==> src/rtl/tdc_channel_ctrl.sv <==
// Per-channel TDC controller: arms/clears the delay line, synchronizes the hit,
// and emits a {bubble, coarse, fine} timestamp over a valid/ready interface.
module tdc_channel_ctrl #(
  parameter int unsigned NTAPS    = 4,
  parameter int unsigned COARSE_W = 16,
  parameter int unsigned DEAD_CYC = 2
) (
  input  logic                                clk,
  input  logic                                rst_n,
  input  logic                                enable_i,
  input  logic                                hit_flag_i,
  input  logic [NTAPS-1:0]                    taps_i,
  output logic                                dl_clr_o,
  output logic [COARSE_W+$clog2(NTAPS+1):0]   ts_data_o,
  output logic                                ts_valid_o,
  input  logic                                ts_ready_i,
  output logic                                busy_o,
  output logic                                rollover_o
);

  localparam int unsigned FINE_W = $clog2(NTAPS + 1);
  localparam int unsigned TS_W   = 1 + COARSE_W + FINE_W;
  localparam int unsigned DEAD_W = (DEAD_CYC > 1) ? $clog2(DEAD_CYC) : 1;

  typedef enum logic [2:0] {
    S_IDLE,
    S_ARMED,
    S_CAPTURE,
    S_OUTPUT,
    S_CLEAR
  } state_e;

  state_e              state_q;
  logic [COARSE_W-1:0] cnt_q;
  logic [COARSE_W-1:0] cnt_d;
  logic [COARSE_W-1:0] coarse_q;
  logic                rollover_q;
  logic                hit_meta_q;
  logic                hit_s_q;
  logic [NTAPS-1:0]    taps_meta_q;
  logic [NTAPS-1:0]    taps_s_q;
  logic [DEAD_W-1:0]   dead_q;
  logic                dl_clr_q;
  logic                ts_valid_q;
  logic                busy_q;
  logic [TS_W-1:0]     ts_data_q;
  logic [FINE_W-1:0]   fine_c;
  logic                bubble_c;

  assign cnt_d = cnt_q + COARSE_W'(1);

  // Free-running coarse counter; rollover flags the cycle it reads 0 after a wrap
  always_ff @(posedge clk or negedge rst_n) begin
    if (!rst_n) begin
      cnt_q      <= '0;
      rollover_q <= 1'b0;
    end else begin
      cnt_q      <= cnt_d;
      rollover_q <= (cnt_d == '0);
    end
  end

  // Two-flop synchronizers for the asynchronous hit flag and thermometer code
  always_ff @(posedge clk or negedge rst_n) begin
    if (!rst_n) begin
      hit_meta_q  <= 1'b0;
      hit_s_q     <= 1'b0;
      taps_meta_q <= '0;
      taps_s_q    <= '0;
    end else begin
      hit_meta_q  <= hit_flag_i;
      hit_s_q     <= hit_meta_q;
      taps_meta_q <= taps_i;
      taps_s_q    <= taps_meta_q;
    end
  end

  // Fine value is the popcount of the synchronized code
  always_comb begin
    fine_c = '0;
    for (int i = 0; i < NTAPS; i++) begin
      fine_c = fine_c + FINE_W'(taps_s_q[i]);
    end
  end

  // A legal code 0..01..1 plus one has no bit in common with itself
  assign bubble_c = |(taps_s_q & (taps_s_q + NTAPS'(1)));

  always_ff @(posedge clk or negedge rst_n) begin
    if (!rst_n) begin
      state_q    <= S_IDLE;
      coarse_q   <= '0;
      dead_q     <= '0;
      dl_clr_q   <= 1'b1;
      ts_valid_q <= 1'b0;
      busy_q     <= 1'b0;
      ts_data_q  <= '0;
    end else begin
      case (state_q)
        S_IDLE: begin
          if (enable_i) begin
            state_q  <= S_ARMED;
            dl_clr_q <= 1'b0;
          end
        end
        S_ARMED: begin
          // Hit wins over a simultaneous disable; undo the two sync stages
          if (hit_s_q) begin
            state_q  <= S_CAPTURE;
            coarse_q <= cnt_d - COARSE_W'(2);
            busy_q   <= 1'b1;
          end else if (!enable_i) begin
            state_q  <= S_IDLE;
            dl_clr_q <= 1'b1;
          end
        end
        S_CAPTURE: begin
          state_q    <= S_OUTPUT;
          ts_data_q  <= {bubble_c, coarse_q, fine_c};
          ts_valid_q <= 1'b1;
        end
        S_OUTPUT: begin
          if (ts_ready_i) begin
            state_q    <= S_CLEAR;
            ts_valid_q <= 1'b0;
            dl_clr_q   <= 1'b1;
            dead_q     <= DEAD_W'(DEAD_CYC - 1);
          end
        end
        S_CLEAR: begin
          if (dead_q != '0) begin
            dead_q <= dead_q - DEAD_W'(1);
          end else if (!hit_s_q) begin
            busy_q <= 1'b0;
            if (enable_i) begin
              state_q  <= S_ARMED;
              dl_clr_q <= 1'b0;
            end else begin
              state_q <= S_IDLE;
            end
          end
        end
        default: begin
          state_q    <= S_IDLE;
          dl_clr_q   <= 1'b1;
          ts_valid_q <= 1'b0;
          busy_q     <= 1'b0;
        end
      endcase
    end
  end

  assign dl_clr_o   = dl_clr_q;
  assign ts_data_o  = ts_data_q;
  assign ts_valid_o = ts_valid_q;
  assign busy_o     = busy_q;
  assign rollover_o = rollover_q;

endmodule
==> config.mk <==
export PLATFORM = sky130hd
export DESIGN_NAME = tdc_channel_ctrl
export DESIGN_NICKNAME = d
export VERILOG_FILES = /design/src/rtl/tdc_channel_ctrl.sv
export SDC_FILE = /design/constraint.sdc
export NUM_CORES = 1
export LEC_CHECK = 0
export ABC_CLOCK_PERIOD_IN_PS = 4700
export BUFFER_PORTS_ARGS = -buffer_cell sky130_fd_sc_hd__buf_2
export CAP_MARGIN = 5
export CORE_MARGIN = 3
export CORE_UTILIZATION = 60
export CTS_CLUSTER_DIAMETER = 60
export DETAILED_ROUTE_END_ITERATION = 12
export GPL_TIMING_DRIVEN = 0
export PLACE_DENSITY_LB_ADDON = 0.3
export SLEW_MARGIN = 20
export SYNTH_ARGS = -nofsm -noshare
export SYNTH_HDL_FRONTEND = slang
export SYNTH_SLANG_ARGS = --single-unit
==> constraint.sdc <==
create_clock -name clk -period 4.7 [get_ports clk]
set_input_delay 1.41 -clock clk [delete_from_list [all_inputs] [get_ports clk]]
set_output_delay 1.41 -clock clk [all_outputs]
set_load 0.005 [all_outputs]
==> summary.txt <==
status -> complete, no violations
Bufs on Longest Clock Path -> 2
crit path time final -> 2.578 ns
initial antenna violation count -> 0
PD cells -> 422.6 mW/mm2
# resized after CTS -> 0
Final Core Density -> 72.32%
EDFF count, synth -> 0
pin count of the biggest net entering global routing -> 42
clock skew -> 0.007066 ns
GRT overflow -> 0
Syn Inst Count -> 303
synth top area cells -> dfrtp_1 51%, mux2_2 6.4%, xnor2_1 3.4%, nand2_1 3.1%, o21ai_0 3.0%
RSZ-0062 raised after global routing -> no
CP Data Required Time -> 4.98 ns
area fraction of the dominant cell type after synthesis -> 51.30%
nets@finish -> 363
crit end category -> flop
Routed Wire Length -> 6.457 mm
flops & latches, synth -> 70
clock root buffer master -> clkbuf_8
dpl hpwl -> 4.619 mm
Sink Count -> 70
asr flop ratio synth -> 100.0%
data arrival time of the critical path -> 2.85 ns
share of layout cells above drive strength 1 -> 25.36%
critical path type -> reg -> reg
# IOs -> 33
syn_area_per_cell -> 11.11 um2
global-route wire length before repair -> 11.05 mm
worst skew pair latency -> 0.34 ns
gpl congestion -> 0.9083
Fin. Hold Viols -> 0
worst-margin pin slew -> 0.5525 ns
final setup violation count -> 0
H-tree level count -> 3
die area -> 0.006544 mm2
Die Y -> 80.90 um
ANT cells -> 0
Post-DRT Antenna Nets -> 0
WL per Instance -> 15.34 um
cell taking the most area after synthesis -> dfrtp_1
Die W -> 80.90 um
crit path max fanout -> 9
residual DRC count -> 0
fmax -> 0.3880 GHz
row cnt -> 26
Mapped Nets -> 319
all-layer global routing usage -> 22.55%
number of max-cap violations -> 0
Post-Layout Cell Count -> 421
clock buffers created by TritonCTS -> 9
# Post-CTS Setup Buffers -> 0
yosys warns -> 0
placed cell count -> 406
most frequent cells in the layout -> 69 x dfrtp_1, 31 x buf_2, 28 x nand2_1
CTS hold repair buffers -> 0
clock slew at reported path FFs -> 0.07 ns
setup TNS -> 0 ns
Core Box Area -> 0.005270 mm2
vias in the first global route -> 2347
I/O Buffers -> 32
Syn-to-layout area delta -> 13.23%
via count -> 2394
drt first pass iters -> 4
critical path startpoint category -> flop
placed inst area -> 0.003636 mm2
post-synthesis sequential area ratio -> 52.08%
top_reg_cell synth -> dfrtp_1
commonest non-fill, non-tap cell in the layout -> dfrtp_1
drt via density -> 5.686
Initial DRC Count -> 117
Max VDD drop -> 277.6 uV
normalized max-slew margin -> 63.17%
leakage -> 1.780 nW
Layout fillers -> 377
worst min path class -> reg -> reg
Cell variety after synth -> 54
fin crit share -> 54.84%
Finished Cell Area -> 0.003811 mm2
starting density of the core -> 63.87%
Synth Cell Area -> 0.003366 mm2
fin. max-slew vios -> 0
CTS tree -> done
## worst paths after layout
kind	start	endpoint	slack, ns	cells after the start
max	cnt_q[0]	coarse_q[13]	2.12	8
min in group asynchronous	rst_n	cnt_q[0]	0.98	1
max reg2reg	cnt_q[0]	coarse_q[13]	2.12	8
min reg2reg	hit_meta_q	hit_s_q	0.35	0
max in group asynchronous	rst_n	taps_meta_q[0]	3.19	2
min	hit_meta_q	hit_s_q	0.35	0
## cell type report
type / instances / area [um2] / area share, %
buffer: 14 / 105.1 / 2.758
clock inverter: 3 / 20.02 / 0.5253
inverter: 18 / 67.56 / 1.773
tap: 70 / 87.58 / 2.298
sequential: 70 / 1753 / 45.99
clock buffer: 12 / 155.1 / 4.071
timing repair buffer: 33 / 182.7 / 4.793
multi-input combinational: 201 / 1440 / 37.79
## kinds of logic (layout without fill, tap and decap cells)
group | count (synthesis) | count (layout) | synth area share [%]
flip-flops | 70 | 70 | 52.08
buffers and inverters | 32 | 80 | 5.130
AO/OA/AOI/OAI | 56 | 56 | 11.00
AND/OR/NAND/NOR | 98 | 98 | 16.99
adder cells (fa/ha/maj) | 7 | 7 | 2.825
XOR/XNOR | 17 | 17 | 4.424
multiplexers | 23 | 23 | 7.547
## state kept, by name, indices dropped and copies added (netlist names)
| name | count |
|---|---|
| hit_s_q | 1 |
| dead_q | 1 |
| coarse_q | 16 |
| hit_meta_q | 1 |
| ts_valid_o | 1 |
| cnt_q | 16 |
| busy_o | 1 |
| dl_clr_o | 1 |
| taps_s_q | 4 |
| rollover_o | 1 |
| ts_data_o | 20 |
| state_q | 3 |
| taps_meta_q | 4 |
## synth_stat cells, drive strengths merged (6+ instances only)
library cell / number
dfrtp: 69
nor2: 17
xnor2: 13
mux2: 19
o21ai: 20
nor3: 8
nand3: 12
clkbuf: 9
nand2: 28
a31oi: 6
ha: 6
a21oi: 7
inv: 18
## worst max-delay path, cell delays in order (launching register included)
cell	delay [ns]
dfrtp_1	0.51
ha_1	0.21
clkbuf_8	0.15
nand2_1	0.13
nor4_4	0.48
a21oi_2	0.11
or3_1	0.40
or4_1	0.40
nand3_1	0.10
## per-layer routing
layer  GRT usage (%)  wire (um)  share of wire, %
met2           35.06       3153                49
met3           5.876        263               4.1
met5               0          0                 0
met1           29.64       2945                46
met4           10.47         94               1.5
## stage by stage
stage               power [mW]  hold slack, ns  worst slack [ns]
global route             1.717          0.3568             1.994
CTS                      1.631          0.3523             2.131
floorplan                1.041          0.3312             2.418
detailed placement       1.198          0.3365             2.151
finish                   1.611          0.3494             2.122
global placement         1.166          0.3335             1.911
## report_power, final
part	switching (mW)	internal (mW)
combinational	0.210	0.189
sequential	0.0640	0.715
clock	0.215	0.216
(Power assumes the default switching activity.)
